File: src/rtl/alu_pkg.sv
// Shared opcodes, FSM encoding and default width
// for the bit-serial gate sequencer.
package alu_pkg;

    localparam int DEFAULT_WIDTH = 8;

    localparam logic [2:0] OP_NOT  = 3'd0;
    localparam logic [2:0] OP_AND  = 3'd1;
    localparam logic [2:0] OP_OR   = 3'd2;
    localparam logic [2:0] OP_NAND = 3'd3;
    localparam logic [2:0] OP_NOR  = 3'd4;
    localparam logic [2:0] OP_XOR  = 3'd5;
    localparam logic [2:0] OP_XNOR = 3'd6;
    localparam logic [2:0] OP_ADD  = 3'd7;

    typedef enum logic [1:0] {
        ST_IDLE = 2'd0,
        ST_RUN  = 2'd1,
        ST_DONE = 2'd2
    } state_e;

endpackage

File: src/rtl/bit_alu_slice.sv
// One-bit ALU slice: selects a gate output or
// a full-adder sum/carry built from the gate cells.
import alu_pkg::*;

module bit_alu_slice (
    input  logic [2:0] op,
    input  logic       a_bit,
    input  logic       b_bit,
    input  logic       c_in,
    output logic       f,
    output logic       c_out
);

    logic y_not;
    logic y_and;
    logic y_or;
    logic y_nand;
    logic y_nor;
    logic y_xor;
    logic y_xnor;
    logic y_sum;
    logic y_cp;
    logic y_maj;

    gate_not  u_not  (.a(a_bit), .y(y_not));
    gate_and  u_and  (.a(a_bit), .b(b_bit), .y(y_and));
    gate_or   u_or   (.a(a_bit), .b(b_bit), .y(y_or));
    gate_nand u_nand (.a(a_bit), .b(b_bit), .y(y_nand));
    gate_nor  u_nor  (.a(a_bit), .b(b_bit), .y(y_nor));
    gate_xor  u_xor  (.a(a_bit), .b(b_bit), .y(y_xor));
    gate_xnor u_xnor (.a(a_bit), .b(b_bit), .y(y_xnor));

    // majority(a,b,c) = ab | c(a^b)
    gate_xor  u_sum  (.a(y_xor), .b(c_in), .y(y_sum));
    gate_and  u_cp   (.a(y_xor), .b(c_in), .y(y_cp));
    gate_or   u_maj  (.a(y_and), .b(y_cp), .y(y_maj));

    always_comb begin
        f     = 1'b0;
        c_out = 1'b0;
        unique case (op)
            OP_NOT:  f = y_not;
            OP_AND:  f = y_and;
            OP_OR:   f = y_or;
            OP_NAND: f = y_nand;
            OP_NOR:  f = y_nor;
            OP_XOR:  f = y_xor;
            OP_XNOR: f = y_xnor;
            OP_ADD: begin
                f     = y_sum;
                c_out = y_maj;
            end
            default: f = 1'b0;
        endcase
    end

endmodule

File: src/rtl/gate_cells.sv
// 1-bit primitive gate cells used to build
// the serial ALU slice.
module gate_not (
    input  logic a,
    output logic y
);
    assign y = ~a;
endmodule

module gate_and (
    input  logic a,
    input  logic b,
    output logic y
);
    assign y = a & b;
endmodule

module gate_or (
    input  logic a,
    input  logic b,
    output logic y
);
    assign y = a | b;
endmodule

module gate_nand (
    input  logic a,
    input  logic b,
    output logic y
);
    assign y = ~(a & b);
endmodule

module gate_nor (
    input  logic a,
    input  logic b,
    output logic y
);
    assign y = ~(a | b);
endmodule

module gate_xor (
    input  logic a,
    input  logic b,
    output logic y
);
    assign y = a ^ b;
endmodule

module gate_xnor (
    input  logic a,
    input  logic b,
    output logic y
);
    assign y = ~(a ^ b);
endmodule

File: src/rtl/gate_sequencer.sv
// Bit-serial gate/adder sequencer: captures a request,
// computes one result bit per cycle, holds it until taken.
import alu_pkg::*;

module gate_sequencer #(
    parameter int WIDTH = DEFAULT_WIDTH
) (
    input  logic             clk,
    input  logic             rst_n,
    input  logic             in_valid,
    output logic             in_ready,
    input  logic [2:0]       op,
    input  logic [WIDTH-1:0] a,
    input  logic [WIDTH-1:0] b,
    output logic             out_valid,
    input  logic             out_ready,
    output logic [WIDTH-1:0] result,
    output logic             carry_out,
    output logic             busy
);

    localparam int CW = (WIDTH > 1) ? $clog2(WIDTH) : 1;
    localparam logic [CW-1:0] LAST = CW'(WIDTH - 1);

    state_e           state_q;
    state_e           state_d;
    logic [CW-1:0]    cnt_q;
    logic [2:0]       op_q;
    logic [WIDTH-1:0] a_q;
    logic [WIDTH-1:0] b_q;
    logic [WIDTH-1:0] res_q;
    logic             carry_q;
    logic             capture;
    logic             step;
    logic             f_bit;
    logic             c_next;

    bit_alu_slice u_slice (
        .op    (op_q),
        .a_bit (a_q[cnt_q]),
        .b_bit (b_q[cnt_q]),
        .c_in  (carry_q),
        .f     (f_bit),
        .c_out (c_next)
    );

    always_ff @(posedge clk or negedge rst_n) begin
        if (!rst_n) begin
            state_q <= ST_IDLE;
        end else begin
            state_q <= state_d;
        end
    end

    always_comb begin
        state_d   = state_q;
        in_ready  = 1'b0;
        out_valid = 1'b0;
        busy      = 1'b0;
        capture   = 1'b0;
        step      = 1'b0;
        unique case (state_q)
            ST_IDLE: begin
                in_ready = 1'b1;
                if (in_valid) begin
                    capture = 1'b1;
                    state_d = ST_RUN;
                end
            end
            ST_RUN: begin
                busy = 1'b1;
                step = 1'b1;
                if (cnt_q == LAST) begin
                    state_d = ST_DONE;
                end
            end
            ST_DONE: begin
                busy      = 1'b1;
                out_valid = 1'b1;
                if (out_ready) begin
                    state_d = ST_IDLE;
                end
            end
            default: state_d = ST_IDLE;
        endcase
    end

    always_ff @(posedge clk or negedge rst_n) begin
        if (!rst_n) begin
            cnt_q   <= '0;
            op_q    <= '0;
            a_q     <= '0;
            b_q     <= '0;
            res_q   <= '0;
            carry_q <= 1'b0;
        end else if (capture) begin
            cnt_q   <= '0;
            op_q    <= op;
            a_q     <= a;
            b_q     <= b;
            res_q   <= '0;
            carry_q <= 1'b0;
        end else if (step) begin
            res_q[cnt_q] <= f_bit;
            carry_q      <= c_next;
            if (cnt_q != LAST) begin
                cnt_q <= cnt_q + 1'b1;
            end
        end
    end

    assign result    = res_q;
    assign carry_out = (op_q == OP_ADD) & carry_q;

endmodule

File: config.mk
export PLATFORM = sky130hd
export DESIGN_NAME = gate_sequencer
export DESIGN_NICKNAME = d
export VERILOG_FILES = /design/src/rtl/alu_pkg.sv /design/src/rtl/bit_alu_slice.sv /design/src/rtl/gate_cells.sv /design/src/rtl/gate_sequencer.sv
export SDC_FILE = /design/constraint.sdc
export NUM_CORES = 1
export LEC_CHECK = 0
export CAP_MARGIN = 20
export CELL_PAD_IN_SITES_DETAIL_PLACEMENT = 0
export CELL_PAD_IN_SITES_GLOBAL_PLACEMENT = 1
export CORE_MARGIN = 10
export CORE_UTILIZATION = 30
export DETAILED_ROUTE_END_ITERATION = 8
export GPL_TIMING_DRIVEN = 0
export PLACE_DENSITY_LB_ADDON = 0.1
export SYNTH_ARGS = -nofsm -noshare
export SYNTH_HDL_FRONTEND = slang
export SYNTH_SLANG_ARGS = --single-unit
File: constraint.sdc
create_clock -name clk -period 6.37 [get_ports clk]
set_input_delay 0.637 -clock clk [delete_from_list [all_inputs] [get_ports clk]]
set_output_delay 0.637 -clock clk [all_outputs]
set_load 0.03 [all_outputs]
Word level (Yosys, flattened, before mapping) --
Index checks and enable logic that the tools add are counted.
Storage, ports and cells: register bits 33, input bits 23, output and inout port bits 12, word-level logic and storage cells 69
Cells by class: $add $sub $neg 1, magnitude comparators 2, eq/ne operators 14, multiplexer cells 26, bitwise operators 11, reduce and logical (&&, ||, !) cells 8
Operator list (count):
- 8-bit 2-to-1 mux | 2
- 3-bit == test, second input constant | 5
- 1-bit 2-to-1 mux | 12
- 3-bit 2-to-1 mux | 3
- 8-bit bitwise mux | 1
- 1-bit case mux with 8 select lines | 1
- 1-bit binary-select mux with 3-bit select | 2
- 3-bit by 2-bit == test with 1-bit output, second input constant | 2
- 2-bit 2-to-1 mux | 3
- 2-bit inequality test, second input constant | 3
- 2-bit case mux with 3 select lines | 1
- 3-bit by 4-bit < comparator with 1-bit output, second input constant | 1
- 1-bit NOT | 4
- 2-bit nonzero test | 2
- 3-bit by 1-bit adder with 3-bit output, second input constant | 1
- 1-bit AND | 3
- 1-bit demux with 3-bit select | 1
- 3-bit by 1-bit == test with 1-bit output, second input constant | 1
- 3-bit by 1-bit greater-or-equal comparator with 1-bit output, second input constant | 1
- 3-bit logical NOT | 1
- 3-bit inequality test, second input constant | 1
- 3-bit AND reduction | 1
- 2-bit by 1-bit == test with 1-bit output, second input constant | 1
- 2-bit == test, second input constant | 1
- 6 further kinds | 8

Logic depth before layout (Yosys ltp) --
word-level depth 8, mapped depth 10, depth with buffers taken out 9

Cells and area by module --
From an unflattened synthesis, not the netlist that was laid out.
Unflattened totals: cells, all modules 137, area total of the unflattened synthesis 1773.0 um^2
By module, submodules not included:
- gate_sequencer | times used 1, cells each 123, area each 1636.6 um^2, sequential area each 825.8 um^2
- bit_alu_slice | times used 1, cells each 4, area each 73.8 um^2, sequential area each 0.0 um^2
- gate_xor | times used 2, cells each 1, area each 8.8 um^2, sequential area each 0.0 um^2
- gate_and | times used 2, cells each 1, area each 6.3 um^2, sequential area each 0.0 um^2
- gate_or | times used 2, cells each 1, area each 6.3 um^2, sequential area each 0.0 um^2
- gate_xnor | times used 1, cells each 1, area each 8.8 um^2, sequential area each 0.0 um^2
- gate_nand | times used 1, cells each 1, area each 3.8 um^2, sequential area each 0.0 um^2
- gate_nor | times used 1, cells each 1, area each 3.8 um^2, sequential area each 0.0 um^2
- gate_not | times used 1, cells each 1, area each 3.8 um^2, sequential area each 0.0 um^2

Worst setup path after synthesis --
OpenSTA, ideal clock, no wires.
path kind reg2reg, start register cnt_q[1], end register res_q[2] (netlist: result[2]), library setup time 0.142 ns, arrival 2.726 ns, data required time 6.228 ns, path slack 3.502 ns, stages on the path, launching flop included 10, path buffers 2, clock period less this slack 2.868 ns, cell sequence dfrtp_1 buf_6 clkbuf_1 mux4_2 mux2i_1 inv_1 fa_1 o211a_1 a211oi_4 o41ai_2
On the way: word-level cells in the longest chain between the ends 8
Ends and longest elaborated chain:
- start, declared | RTL line gate_sequencer.sv:27 | logic [CW-1:0] cnt_q;
- start signal, assigned | RTL line gate_sequencer.sv:107 | cnt_q <= cnt_q + 1'b1;
- 1-bit binary-select mux with 3-bit select, on equally long branches | RTL line gate_sequencer.sv:40, gate_sequencer.sv:41
- 1-bit 2-to-1 mux, on equally long branches | RTL line gate_sequencer.sv:40, gate_sequencer.sv:41
- 1-bit XOR, or another cell as far along | RTL line gate_cells.sv:47, gate_cells.sv:55
- 1-bit XOR, or another cell as far along | RTL line gate_cells.sv:47 | assign y = a ^ b;
- 1-bit case mux with 8 select lines | RTL line bit_alu_slice.sv:41 | unique case (op)
- 8-bit bitwise mux (*) | RTL line gate_sequencer.sv:104 | res_q[cnt_q] <= f_bit;
- 8-bit 2-to-1 mux (*) | RTL line gate_sequencer.sv:103 | end else if (step) begin
- 8-bit 2-to-1 mux (*) | RTL line gate_sequencer.sv:96 | end else if (capture) begin
- end signal, assigned by index | RTL line gate_sequencer.sv:104
- end, declared | RTL line gate_sequencer.sv:31 | logic [WIDTH-1:0] res_q;
Every way passes the cells marked *; elsewhere a longest branch is shown, timed or not. The select of a mux whose other input is x is not followed. A chain may end at the register's enable or synchronous reset.

Worst setup path after layout --
start register cnt_q[1], end register res_q[4] (netlist: result[4])
Same word-level chain as after synthesis.

==> impl_results.md <==
* Post-synth ARST share at 1.00
* Yosys warns at 0
* Setup Buffers After CTS at 0
* Count leader, synth: nand2_1
* CP cell instances: buf_6 -> clkbuf_1 -> mux4_2 -> mux2i_1 -> inv_1 -> fa_1 -> o211a_1 -> a211oi_4 -> o41ai_2
* CP max FO at 10
* Worst-Skew Late Latency at 0.28 ns
* Pwr Density at ~480 nW/um^2
* Clock skew at approximately 0.0048 ns
* Synth Net Count at around 220
* Hpwl dp at 3.34 mm
* HP Class: in2async
* I/O Pins at 35
* Num CTS Buffers at 5
* Setup Viol. Count Final at 0
* Max Freq at 295 MHz
* Max-Cap Viols at 0
* LEAKAGE at 1.08 nW
* Yosys top cell by area: dfrtp_1
* Slew HR at 0.485
* Antenna violations before repair at 0
* Post-synth EDFFs at 0
* Die height at about 97 um
* Vias per Instance at approximately 4.8
* Post-route cell area at 2310 um^2
* WP buf/inv at 3
* Area delta synth->final at 28.8%
* Yosys reg bits at 33
* Post-Synthesis Cell Area at ~1800 um^2
* Register area at between 800 and 900 um^2
* Gp weighted congestion at roughly 0.75
* CTS tree: done
* Clk root buf: clkbuf_8
* Req. time, crit path at around 6.5 ns
* Syn avg cell area at 9.74 um^2
* Outcome: finished clean
* Crit path depth at 9
* Vias at 1435
* RSZ-0062 raised after global routing: no
* Top cell type's share of synthesized area at 0.461
* Distinct cells, synth at 34
* Average wire per standard cell at 14.8 um
* Buffer depth of the longest clock path at 2
* Slowest Stage Delay on Critical Path at 0.57 ns
* FF-to-FF Start: cnt_q[1]
* Total Nets Final at ~260
* CP Launch Point: cnt_q[1]
* Layout cells sized above 1 at 0.102
* Placed cell areas at between 2000 and 2500 um^2
* Slowest stage cell, crit path: mux4_2
* Seq/Total Area, Yosys at 0.461
* Post-CTS Resized at 0
* Total detailed-routing wirelength at 4.44 mm
* CTS clk-pin slew, worst paths at roughly 0.070 ns
* Initial DRC Count at 80
* Crit path arrival time at 3.53 ns
* Largest net degree at the start of global routing at 34
* Sink Count at 33
* All-Layer GR Usage at 0.0961
* Synth Instances at between 150 and 200
* Crit path kind: reg2reg
* Hold Vio Cnt, Final at 0
* Final ANT Viol Nets at 0
* H-tree depth at 2
* Port Buffers at 34
* Die area at roughly 9500 um^2
* # fillers at about 590
* Crit. End Element: register
* Cts hold-fix bufs at 0
* CP Launch Type: register
* Vias in the first global route at around 1500
* Row cnt at 28
* Setup TNS at 0 ns
* Most frequent cells after synthesis: nand2_1 (58), dfrtp_1 (33), nand3_1 (11), clkbuf_1 (9), inv_1 (9)
* Area contributors post-synth: dfrtp_1 (46%), nand2_1 (12%), o41ai_2 (7.3%), ha_1 (4.9%), nand3_1 (3.1%)
* Core ar. at around 5900 um^2
* Tmin final at around 3.4 ns
* Fin worst setup slack at roughly 3 ns
* Pins Over Slew Limit at 0
* Starting Density at 0.306
* Die X at around 97 um
* R2R depth at 9
* First-pass GRT wire length at 7.57 mm
* Post-Place Worst Slack at 2.94 ns
* TritonRoute pass-1 iters at 4
* Final period util at 0.532
* VDD IR max at 0.225 mV
* Ys flop type: dfrtp_1
* Grt ovf at 0
* Worst slew pin tran at roughly 0.77 ns
* Antenna cells at 0
* CP delay by family, top: compound AO/OA/AOI/OAI gates
* Multi-input gate area at between 800 and 900 um^2
* Residual DRC at 0
## power breakdown
part           total, mW  internal (mW)  switching, mW
logic              0.592          0.238          0.355
clock network      0.159         0.0857         0.0729
registers          0.346          0.293         0.0528
total               1.10          0.616          0.480
## state kept, by name, summed over array words and instances (netlist names)
| signal | count |
|---|---|
| carry_q | 1 |
| a_q | 8 |
| op_q | 3 |
| b_q | 8 |
| cnt_q | 3 |
| result | 8 |
| state_q | 2 |
## routing by layer
layer  global-route usage  vias up  share of wire
met5                    0        -              0
met4               0.0302        0          0.014
met3               0.0306        6          0.041
met2                0.157       24           0.48
met1                0.117      701           0.47
li1                     -      704              -
## path summary, 6_finish.rpt
path / endpoint / slack [ns]
min reg2reg: b_q[5] / 0.47
min in group clk: b_q[5] / 0.47
max in group asynchronous: a_q[3] / 5.44
min: state_q[0] / 0.42
max reg2reg: result[4] / 2.98
max: result[4] / 2.98
## cell families (layout without fill, tap and decap cells)
family          after synthesis  in the layout  share of synthesized area
flops                        33             33                      0.461
buf+inv                      20             61                     0.0461
compound gates               21             21                      0.132
simple gates                 90             90                      0.215
fa+ha+maj                     8              8                     0.0601
xor+xnor                      1              1                    0.00489
mux                          11             11                     0.0810
## cells in the final DEF (no fill, tap or decap)
cell type        instances
nand2_1                 58
dfrtp_1                 33
clkdlybuf4s50_1         33
nand3_1                 11
clkbuf_1                10
inv_1                    9
nor2_1                   8
o41ai_2                  8
ha_1                     7
clkbuf_8                 6
mux2i_1                  4
a21oi_1                  4
nand3b_1                 3
nor2b_1                  2
mux2_1                   2
mux4_2                   2
nor3_1                   2
mux2_2                   2
nand2b_1                 2
nand4_1                  2
buf_6                    1
mux2_4                   1
a22o_1                   1
o2bb2ai_1                1
and2_1                   1
buf_1                    1
o21ai_1                  1
xnor2_1                  1
o21a_4                   1
o22ai_1                  1
o211a_1                  1
a211oi_4                 1
a22oi_1                  1
or3_1                    1
o21ai_0                  1
fa_1                     1
buf_2                    1
## worst reg2reg max path: stages (launching register included)
cell and delay (ns):
dfrtp_1 0.37, buf_6 0.15, clkbuf_1 0.37, mux4_2 0.57, mux2i_1 0.26, inv_1 0.12
fa_1 0.44, o211a_1 0.28, a211oi_4 0.55, o41ai_2 0.15
## per-stage QoR
stage	instances	power [mW]	hold WS [ns]	utilization
after floorplan	184	0.775	0.341	-
after CTS	300	1.11	0.461	0.394
after detailed placement	293	0.951	0.461	0.380
after global placement	293	0.929	0.455	0.380
final	300	1.10	0.422	0.394
after global routing	300	1.19	0.497	0.394
## final cells by class
class | instances | area share
tap | 75 | 0.0407
inverter | 9 | 0.0146
multi-input combinational | 131 | 0.383
timing repair buffer | 34 | 0.145
sequential | 33 | 0.358
clock buffer | 7 | 0.0374
buffer | 11 | 0.0211
No activity file was read; power rests on OpenSTA's default activity.
